### src/rtl/axis_pkg.sv
// Shared types and constants for the AXI-Stream packet driver: FSM states,
// pattern-mode encodings and the Galois LFSR step used for pseudo-random beats.
package axis_pkg;

   typedef enum logic [1:0] {
      ST_IDLE = 2'd0,
      ST_SEND = 2'd1,
      ST_GAP  = 2'd2
   } state_e;

   localparam logic [31:0] LFSR_POLY = 32'h80200003;

   localparam logic MODE_INC  = 1'b0;
   localparam logic MODE_LFSR = 1'b1;

   // Right-shifting Galois form: when the bit shifted out is 1, the tap mask is applied.
   function automatic logic [31:0] lfsr_step(input logic [31:0] s);
      return {1'b0, s[31:1]} ^ (s[0] ? LFSR_POLY : 32'h0);
   endfunction

   // An all-zero LFSR state would lock up, so a zero seed becomes 1.
   function automatic logic [31:0] lfsr_seed(input logic [31:0] s);
      return (s == 32'h0) ? 32'h1 : s;
   endfunction

endpackage

### src/rtl/axis_pkt_driver_if.sv
// AXI-Stream master-side bundle (data/valid/last forward, ready back).
interface axis_pkt_driver_if #(
   parameter int width = 8
) ();

   logic [width-1:0] M_TData;
   logic             M_TValid;
   logic             M_TLast;
   logic             M_TReady;

   modport master (output M_TData, output M_TValid, output M_TLast, input M_TReady);
   modport slave  (input M_TData, input M_TValid, input M_TLast, output M_TReady);

endinterface

### src/rtl/axis_lfsr32.sv
// 32-bit Galois LFSR with synchronous load and step enable; load has priority.
module axis_lfsr32
   import axis_pkg::*;
(
   input  logic        CLK,
   input  logic        Reset_n,
   input  logic        load_i,
   input  logic [31:0] seed_i,
   input  logic        step_i,
   output logic [31:0] state_o
);

   logic [31:0] state_q;
   logic [31:0] state_d;

   always_comb begin
      state_d = state_q;
      if (load_i) begin
         state_d = lfsr_seed(seed_i);
      end else if (step_i) begin
         state_d = lfsr_step(state_q);
      end
   end

   always_ff @(posedge CLK or negedge Reset_n) begin
      if (!Reset_n) begin
         state_q <= 32'h1;
      end else begin
         state_q <= state_d;
      end
   end

   assign state_o = state_q;

endmodule

### src/rtl/axis_pkt_driver.sv
// AXI-Stream packet generator: emits PktLen beats of incrementing or LFSR data,
// then optionally idles for Gap cycles before accepting the next request.
//
// state | meaning
// IDLE  | waiting for Start; length checked, request latched
// SEND  | M_TValid held high, one beat per handshake, TLast on final beat
// GAP   | forced idle, counting down the latched Gap value
module axis_pkt_driver
   import axis_pkg::*;
#(
   parameter  int width  = 8,
   parameter  int maxLen = 256,
   localparam int LEN_W  = $clog2(maxLen) + 1
) (
   input  logic             CLK,
   input  logic             Reset_n,
   input  logic             Start,
   input  logic [LEN_W-1:0] PktLen,
   input  logic             Mode,
   input  logic [31:0]      Seed,
   input  logic [7:0]       Gap,
   axis_pkt_driver_if.master m_axis,
   output logic             Busy,
   output logic             Done,
   output logic             LenErr,
   output logic [15:0]      PktCount
);

   state_e             state_q, state_d;
   logic [width-1:0]   data_q, data_d;
   logic               valid_q, valid_d;
   logic               last_q, last_d;
   logic [LEN_W-1:0]   remain_q, remain_d;
   logic [7:0]         gap_len_q, gap_len_d;
   logic [7:0]         gap_cnt_q, gap_cnt_d;
   logic               mode_q, mode_d;
   logic               done_q, done_d;
   logic               len_err_q, len_err_d;
   logic [15:0]        pkt_cnt_q, pkt_cnt_d;

   logic               lfsr_load;
   logic               lfsr_step_en;
   logic [31:0]        lfsr_state;
   logic [31:0]        lfsr_nxt;
   logic [31:0]        seed_nz;
   logic               len_ok;
   logic               xfer;

   axis_lfsr32 u_lfsr (
      .CLK     (CLK),
      .Reset_n (Reset_n),
      .load_i  (lfsr_load),
      .seed_i  (Seed),
      .step_i  (lfsr_step_en),
      .state_o (lfsr_state)
   );

   assign len_ok = (PktLen != '0) && (PktLen <= LEN_W'(maxLen));
   assign xfer   = valid_q && m_axis.M_TReady;

   always_comb begin
      state_d      = state_q;
      data_d       = data_q;
      valid_d      = valid_q;
      last_d       = last_q;
      remain_d     = remain_q;
      gap_len_d    = gap_len_q;
      gap_cnt_d    = gap_cnt_q;
      mode_d       = mode_q;
      done_d       = 1'b0;
      len_err_d    = 1'b0;
      pkt_cnt_d    = pkt_cnt_q;
      lfsr_load    = 1'b0;
      lfsr_step_en = 1'b0;
      seed_nz      = lfsr_seed(Seed);
      lfsr_nxt     = lfsr_step(lfsr_state);

      case (state_q)
         ST_IDLE: begin
            if (Start) begin
               if (len_ok) begin
                  state_d   = ST_SEND;
                  valid_d   = 1'b1;
                  last_d    = (PktLen == LEN_W'(1));
                  remain_d  = PktLen - LEN_W'(1);
                  mode_d    = Mode;
                  gap_len_d = Gap;
                  lfsr_load = 1'b1;
                  data_d    = (Mode == MODE_LFSR) ? seed_nz[width-1:0] : Seed[width-1:0];
               end else begin
                  len_err_d = 1'b1;
               end
            end
         end

         ST_SEND: begin
            if (xfer) begin
               lfsr_step_en = (mode_q == MODE_LFSR);
               if (last_q) begin
                  valid_d   = 1'b0;
                  last_d    = 1'b0;
                  done_d    = 1'b1;
                  pkt_cnt_d = pkt_cnt_q + 16'd1;
                  gap_cnt_d = gap_len_q;
                  state_d   = (gap_len_q == 8'd0) ? ST_IDLE : ST_GAP;
               end else begin
                  // Next beat is prepared from the post-step LFSR state so data tracks the register.
                  data_d   = (mode_q == MODE_LFSR) ? lfsr_nxt[width-1:0] : data_q + width'(1);
                  last_d   = (remain_q == LEN_W'(1));
                  remain_d = remain_q - LEN_W'(1);
               end
            end
         end

         ST_GAP: begin
            if (gap_cnt_q <= 8'd1) begin
               state_d = ST_IDLE;
            end
            gap_cnt_d = gap_cnt_q - 8'd1;
         end

         default: begin
            state_d = ST_IDLE;
            valid_d = 1'b0;
            last_d  = 1'b0;
         end
      endcase
   end

   always_ff @(posedge CLK or negedge Reset_n) begin
      if (!Reset_n) begin
         state_q   <= ST_IDLE;
         data_q    <= '0;
         valid_q   <= 1'b0;
         last_q    <= 1'b0;
         remain_q  <= '0;
         gap_len_q <= '0;
         gap_cnt_q <= '0;
         mode_q    <= MODE_INC;
         done_q    <= 1'b0;
         len_err_q <= 1'b0;
         pkt_cnt_q <= '0;
      end else begin
         state_q   <= state_d;
         data_q    <= data_d;
         valid_q   <= valid_d;
         last_q    <= last_d;
         remain_q  <= remain_d;
         gap_len_q <= gap_len_d;
         gap_cnt_q <= gap_cnt_d;
         mode_q    <= mode_d;
         done_q    <= done_d;
         len_err_q <= len_err_d;
         pkt_cnt_q <= pkt_cnt_d;
      end
   end

   assign m_axis.M_TData  = data_q;
   assign m_axis.M_TValid = valid_q;
   assign m_axis.M_TLast  = last_q;
   assign Busy            = (state_q != ST_IDLE);
   assign Done            = done_q;
   assign LenErr          = len_err_q;
   assign PktCount        = pkt_cnt_q;

endmodule

### src/flat_wrapper.sv
// flat-port wrapper written by rule: the top's interface ports become plain ports
module axis_pkt_driver_flat import axis_pkg::*;
#(
   parameter  int width  = 8,
   parameter  int maxLen = 256,
   localparam int LEN_W  = $clog2(maxLen) + 1
)
  (CLK, Reset_n, Start, PktLen, Mode, Seed, Gap, Busy, Done, LenErr, PktCount, m_axis_M_TData, m_axis_M_TValid, m_axis_M_TLast, m_axis_M_TReady);
  axis_pkt_driver_if #(.width(width)) m_axis_i ();
  input  logic CLK;
  input  logic Reset_n;
  input  logic Start;
  input  logic [LEN_W-1:0] PktLen;
  input  logic Mode;
  input  logic [31:0] Seed;
  input  logic [7:0] Gap;
  output logic Busy;
  output logic Done;
  output logic LenErr;
  output logic [15:0] PktCount;
  output wire logic [$bits(m_axis_i.M_TData)-1:0] m_axis_M_TData;
  output wire logic [$bits(m_axis_i.M_TValid)-1:0] m_axis_M_TValid;
  output wire logic [$bits(m_axis_i.M_TLast)-1:0] m_axis_M_TLast;
  input wire logic [$bits(m_axis_i.M_TReady)-1:0] m_axis_M_TReady;
  assign m_axis_M_TData = m_axis_i.M_TData;
  assign m_axis_M_TValid = m_axis_i.M_TValid;
  assign m_axis_M_TLast = m_axis_i.M_TLast;
  assign m_axis_i.M_TReady = m_axis_M_TReady;
  axis_pkt_driver #(.width(width), .maxLen(maxLen)) u_core (.CLK(CLK), .Reset_n(Reset_n), .Start(Start), .PktLen(PktLen), .Mode(Mode), .Seed(Seed), .Gap(Gap), .m_axis(m_axis_i), .Busy(Busy), .Done(Done), .LenErr(LenErr), .PktCount(PktCount));
endmodule
### config.mk
export PLATFORM = sky130hd
export DESIGN_NAME = axis_pkt_driver_flat
export DESIGN_NICKNAME = d
export VERILOG_FILES = /design/src/rtl/axis_pkg.sv /design/src/rtl/axis_pkt_driver_if.sv /design/src/rtl/axis_lfsr32.sv /design/src/rtl/axis_pkt_driver.sv /design/src/flat_wrapper.sv
export SDC_FILE = /design/constraint.sdc
export NUM_CORES = 1
export LEC_CHECK = 0
export ABC_AREA = 1
export CAP_MARGIN = 0
export CORE_ASPECT_RATIO = 1.25
export CORE_MARGIN = 10
export CORE_UTILIZATION = 54
export DETAILED_ROUTE_END_ITERATION = 10
export MAX_ROUTING_LAYER = met4
export PLACE_DENSITY = 0.86
export SLEW_MARGIN = 5
export SYNTH_ARGS = -nofsm -noshare
export SYNTH_HDL_FRONTEND = slang
export SYNTH_SLANG_ARGS = --single-unit
### constraint.sdc
create_clock -name CLK -period 2 [get_ports CLK]
set_input_delay 0.4 -clock CLK [delete_from_list [all_inputs] [get_ports CLK]]
set_output_delay 0.4 -clock CLK [all_outputs]
set_load 0.05 [all_outputs]
=== Yosys cells after proc, flatten, opt, wreduce, memory -nomap -nowiden ===
Cells that the tools add are included.

* Flip-flop bits (word level): 88
* Output and inout bits: 29

* Multiplexer cells: 47
* Reductions and logical operators: 17
* $add $sub $neg: 5
* Bitwise logic cells: 2
* Order comparisons: 2
* Eq/ne operators: 10

{| class="wikitable"
|+ Operators with widths
! operator !! count
|-
| $mux 32 || 4
|-
| $mux 8 || 8
|-
| $mux 9 || 4
|-
| $logic_not 32->1 || 1
|-
| $pmux 8 s2 || 2
|-
| $xor 31x32->32 || 1
|-
| $mux 1 || 19
|-
| $eq 9x1->1 const B || 2
|-
| $pmux 9 s2 || 1
|-
| $sub 9x1->9 const B || 2
|-
| $add 16x1->16 const B || 1
|-
| $reduce_and 5->1 || 3
|-
| $mux 2 || 6
|-
| $le 9x9->1 const B || 1
|-
| $reduce_and 3->1 || 3
|-
| $reduce_bool 9->1 || 1
|-
| $add 8x1->8 const B || 1
|-
| $le 8x1->1 const B || 1
|-
| $logic_not 8->1 || 1
|-
| $ne 2x1->1 const B || 4
|-
| $reduce_bool 2->1 || 4
|-
| $sub 8x1->8 const B || 1
|-
| $pmux 1 s3 || 2
|-
| $pmux 2 s3 || 1
|-
| 7 further kinds || 9
|}

=== Logic depth before layout (Yosys ltp) ===
* Depth in word-level cells: 6
* Depth in mapped cells: 12
* Mapped depth without buffers: 11

=== By module ===
Synthesis repeated with hierarchy kept, for this count alone.

* Cell total of the unflattened synthesis: 688
* Area, all modules: 5185.0 um2

{| class="wikitable"
|+ By module, submodules not included
! module !! instances !! sequential area each (um2) !! area each (um2) !! cells each
|-
| axis_pkt_driver || 1 || 1401.3 || 3569.7 || 476
|-
| axis_lfsr32 || 1 || 802.0 || 1615.3 || 212
|}

=== Worst setup path after synthesis ===
OpenSTA, ideal clock, no wires.

* Kind: register -> register
* Start point: register u_core.state_q[0]
* End point: register u_core.data_q[6], in the netlist u_core.m_axis.M_TData[6]
* Setup slack: 79 ps
* Cell stages (with the launch flop): 10
* Arrival: 1793 ps
* Period minus slack after synthesis: 1921 ps
* Library setup time: 129 ps
* Path through: dfrtp_1 inv_1 ha_1 inv_1 o21ai_1 nor2_1 nand3_2 buf_2 nand2_1 o21ai_0

* Word-level cells in the longest chain between the ends: 3

{| class="wikitable"
|+ RTL lines
! what !! RTL line !! RTL
|-
| from (decl) || axis_pkt_driver.sv:29 || <nowiki>state_e state_q, state_d;</nowiki>
|-
| from (signal assigned) || axis_pkt_driver.sv:144 || <nowiki>state_q <= state_d;</nowiki>
|-
| $eq 2x1->1 / $logic_not 2->1 (equally long branches) || axis_pkt_driver.sv:78 || <nowiki>case (state_q)</nowiki>
|-
| $ne 2x2->1 (no source line) (tied with other cells) || n/a ||
|-
| $reduce_and 5->1 (no source line) || n/a ||
|-
| to (signal assigned) || axis_pkt_driver.sv:145 || <nowiki>data_q <= data_d;</nowiki>
|-
| to (decl) || axis_pkt_driver.sv:30 || <nowiki>logic [width-1:0] data_q, data_d;</nowiki>
|}

Several ways; a longest one is shown, not always the timed one.
A chain may end at the register's enable or synchronous reset.

=== Final worst setup path ===
* Start point: register u_core.pkt_cnt_q[12], in the netlist u_core.PktCount[12]
* End point: output port PktCount[12]

{| class="wikitable"
|+ RTL lines
! what !! RTL line !! RTL
|-
| from (decl) || axis_pkt_driver.sv:39 || <nowiki>logic [15:0] pkt_cnt_q, pkt_cnt_d;</nowiki>
|-
| from (signal assigned) || axis_pkt_driver.sv:154 || <nowiki>pkt_cnt_q <= pkt_cnt_d;</nowiki>
|-
| to (decl) || flat_wrapper.sv:20 || <nowiki>output logic [15:0] PktCount;</nowiki>
|}

No word-level cell between the ends.

==> metrics.md <==
| Metric | Value |
|---|---|
| Hold Crit Class | `reg -> reg` |
| TritonCTS buffer count | `9` |
| Sink Count | `88` |
| # diodes | `0` |
| FFs w/ async S/R, synth | `1.00` |
| Netlist cell types | `38` |
| CP bufs+invs | `1` |
| PortBufs | `82` |
| Crit path largest cell delay | `820 ps` |
| Clk_skew | `6.11 ps` |
| Max VDD drop | `0.583 mV` |
| Vias in the first global route | `4927` |
| Initial antenna violation count | `0` |
| # DRC | `0` |
| Drt pass-1 iters | `5` |
| Pre-CTS WS | `-229 ps` |
| Post-synth top flop | `dfrtp_1` |
| CP Data Arrival Time | `1540 ps` |
| Outcome | `finished clean` |
| Synthesized net count | `735` |
| I/O Pins | `83` |
| Postcts setup bufs | `0` |
| DR iter-0 viols | `302` |
| Leakage | `3.14 nW` |
| First-pass GRT wire length | `22800 um` |
| CTS Buffer Depth | `2` |
| Seq cells post-synth | `88` |
| Sequence of cells on the critical path | `clkdlybuf4s50_1` |
| Chip Width | `106 um` |
| Number of flops mapped to enable cells by yosys | `0` |
| Max-Cap Viols | `0` |
| Worst-Skew Late Latency | `340 ps` |
| Antenna violation net count after detailed routing | `0` |
| Pins Over Slew Limit | `0` |
| Final min period | `1940 ps` |
| Most common cell in the synthesized netlist | `nand2_1` |
| Synth Instances | `669` |
| Finish-stage setup viols | `0` |
| Post-DP Area | `6170 um^2` |
| Kind of critical path | `reg -> out` |
| Clock slew at reported path FFs | `70 ps` |
| Yosys top cell area share | `0.433` |
| Required @ worst endpoint | `1600 ps` |
| Full die area | `13600 um^2` |
| Share of cells above drive strength 1 | `0.109` |
| Slew HR | `0.656` |
| Routed wire per std cell | `14.8 um` |
| PnR Total Power | `0.00839 W` |
| Initial Util | `0.551` |
| Final hold slack | `482 ps` |
| Cell taking the most area after synthesis | `dfrtp_1` |
| Finished Layout Cells | `903` |
| # nets final | `841` |
| Largest delay share family, worst path | `buffers and inverters` |
| Routed vias | `4874` |
| Syn_area_per_cell | `7.51 um^2` |
| Final worst slack | `56.5 ps` |
| Maximum fanout along the worst path | `3` |
| Total wire length | `13400 um` |
| Gr usage total | `0.205` |
| CTS tree | `yes` |
| Core Rows | `39` |
| FMAX | `0.515 GHz` |
| CP endpoint kind | `output pin` |
| Final hold violation count | `0` |
| Core area | `9130 um^2` |
| Synth Warn # | `0` |
| Placed insts | `886` |
| Critical path startpoint category | `flop` |
| Synth area leaders | `dfrtp_1, nand2_1, nor2_1, o21ai_0, a21oi_1` |
| Cell Area, Synth | `5030 um^2` |
| Worst path slowest cell | `clkdlybuf4s50_1` |
| CTS Root Cell | `clkbuf_16` |
| Vias per inst | `5.40` |
| Placer Congestion | `0.935` |
| Period utilisation layout | `0.972` |
| Die boundary height | `128 um` |
| Layout fillers | `722` |
| Htree depth | `3` |
| Sequential element share of the synthesized area | `0.438` |
| Grt total ovfl | `0` |
| Pin count of the biggest net entering global routing | `36` |
| Commonest cells post-synth | `nand2_1, nor2_1, dfrtp_1` |
| Worst-margin pin slew | `515 ps` |
| P&R area growth vs syn | `29.6%` |
| Detailed placer's ending HPWL | `10300 um` |
| PD cells | `1290 nW/um^2` |
| Finished Cell Area | `6510 um^2` |
[sequential cells by signal, summed over array words and instances (netlist names)]
| signal | count |
|---|---|
| u_core.remain_q | 9 |
| u_core.m_axis.M_TLast | 1 |
| u_core.mode_q | 1 |
| u_core.m_axis.M_TData | 8 |
| u_core.gap_len_q | 8 |
| u_core.Done | 1 |
| u_core.state_q | 2 |
| u_core.u_lfsr.state_o | 32 |
| u_core.LenErr | 1 |
| u_core.gap_cnt_q | 8 |
| u_core.PktCount | 16 |
| u_core.m_axis.M_TValid | 1 |
[worst reg2reg max path: cells and delay by family (launching register included)]
| family | cells | cell delay, ps |
|---|---|---|
| AND/OR/NAND/NOR | 5 | 840 |
| flip-flops | 1 | 400 |
| adder cells (fa/ha/maj) | 1 | 190 |
| XOR/XNOR | 1 | 160 |
| buffers and inverters | 1 | 90 |
[per-layer routing]
metal	vias up	part of all wire	global-route usage
met5	-	0	-
met4	0	0.025	0.0790
met3	30	0.045	0.0382
met2	157	0.52	0.348
met1	2306	0.41	0.235
li1	2381	-	-
[layout by cell type (no fill, tap or decap), types with 3 or more instances in the layout]
master	n
dfrtp_1	87
clkdlybuf4s50_1	61
clkbuf_16	9
xnor2_1	6
a21oi_1	47
xor2_1	15
o21ai_0	62
inv_1	58
nand2_1	168
buf_12	7
dlymetal6s2s_1	4
nor2_1	94
buf_4	41
nand2_4	3
o211ai_1	4
ha_1	12
o21ai_1	9
nand2_2	3
nand3_1	38
nand4_1	12
[cells by family (layout without fill, tap and decap cells)]
kind of cell / after synthesis / after routing / share of synthesized area
muxes: 1 / 1 / 0.00199
adders and majority gates: 12 / 12 / 0.0299
xor gates and xnor gates: 21 / 21 / 0.0366
buffers and inverters: 83 / 194 / 0.0737
AOI/OAI and AO/OA: 132 / 132 / 0.141
DFF: 88 / 88 / 0.438
and+or+nand+nor: 332 / 332 / 0.278
[what timing repair did]
action / CTS / global route
endpoints found under the hold margin: 20 / 0
resized for setup: 2 / 11
setup endpoints to repair: 2 / 23
hold buffers: 1 / 0
[path summary, 6_finish.rpt]
path	cells past startpoint	startpoint	end	slack, ps
worst max register to register	8	u_core.state_q[1]	u_core.PktCount[15]	210
worst min-delay path	1	u_core.PktCount[15]	u_core.PktCount[15]	480
worst max-delay path	1	u_core.PktCount[12]	PktCount[12]	60
min in group asynchronous	2	Reset_n	u_core.remain_q[0]	520
worst min register to register	1	u_core.PktCount[15]	u_core.PktCount[15]	480
max in group asynchronous	3	Reset_n	u_core.u_lfsr.state_o[0]	890
[power by group]
| group | internal, W | switching (W) | total, W |
|---|---|---|---|
| combinational | 0.00140 | 0.00222 | 0.00362 |
| clock | 0.00101 | 0.000704 | 0.00171 |
| sequential | 0.00248 | 0.000582 | 0.00306 |
| total | 0.00489 | 0.00351 | 0.00839 |
[per-stage QoR]
stage | util | setup TNS [ps]
global placement | 0.676 | -5820
finish | 0.714 | 0
floorplan | - | 0
global route | 0.714 | -8.30
CTS | 0.711 | 0
detailed placement | 0.676 | -8790
[area by class of cell]
class	count	area, um^2	area share
inverters	60	225	0.0346
clock buffers	10	239	0.0367
multi-input cells	498	2470	0.379
clock inverters	6	67.6	0.0104
flip-flops and latches	88	2200	0.338
repair buffers	118	1160	0.178
well taps	123	154	0.0236
Note: power is estimated with default switching activity, not from simulation.
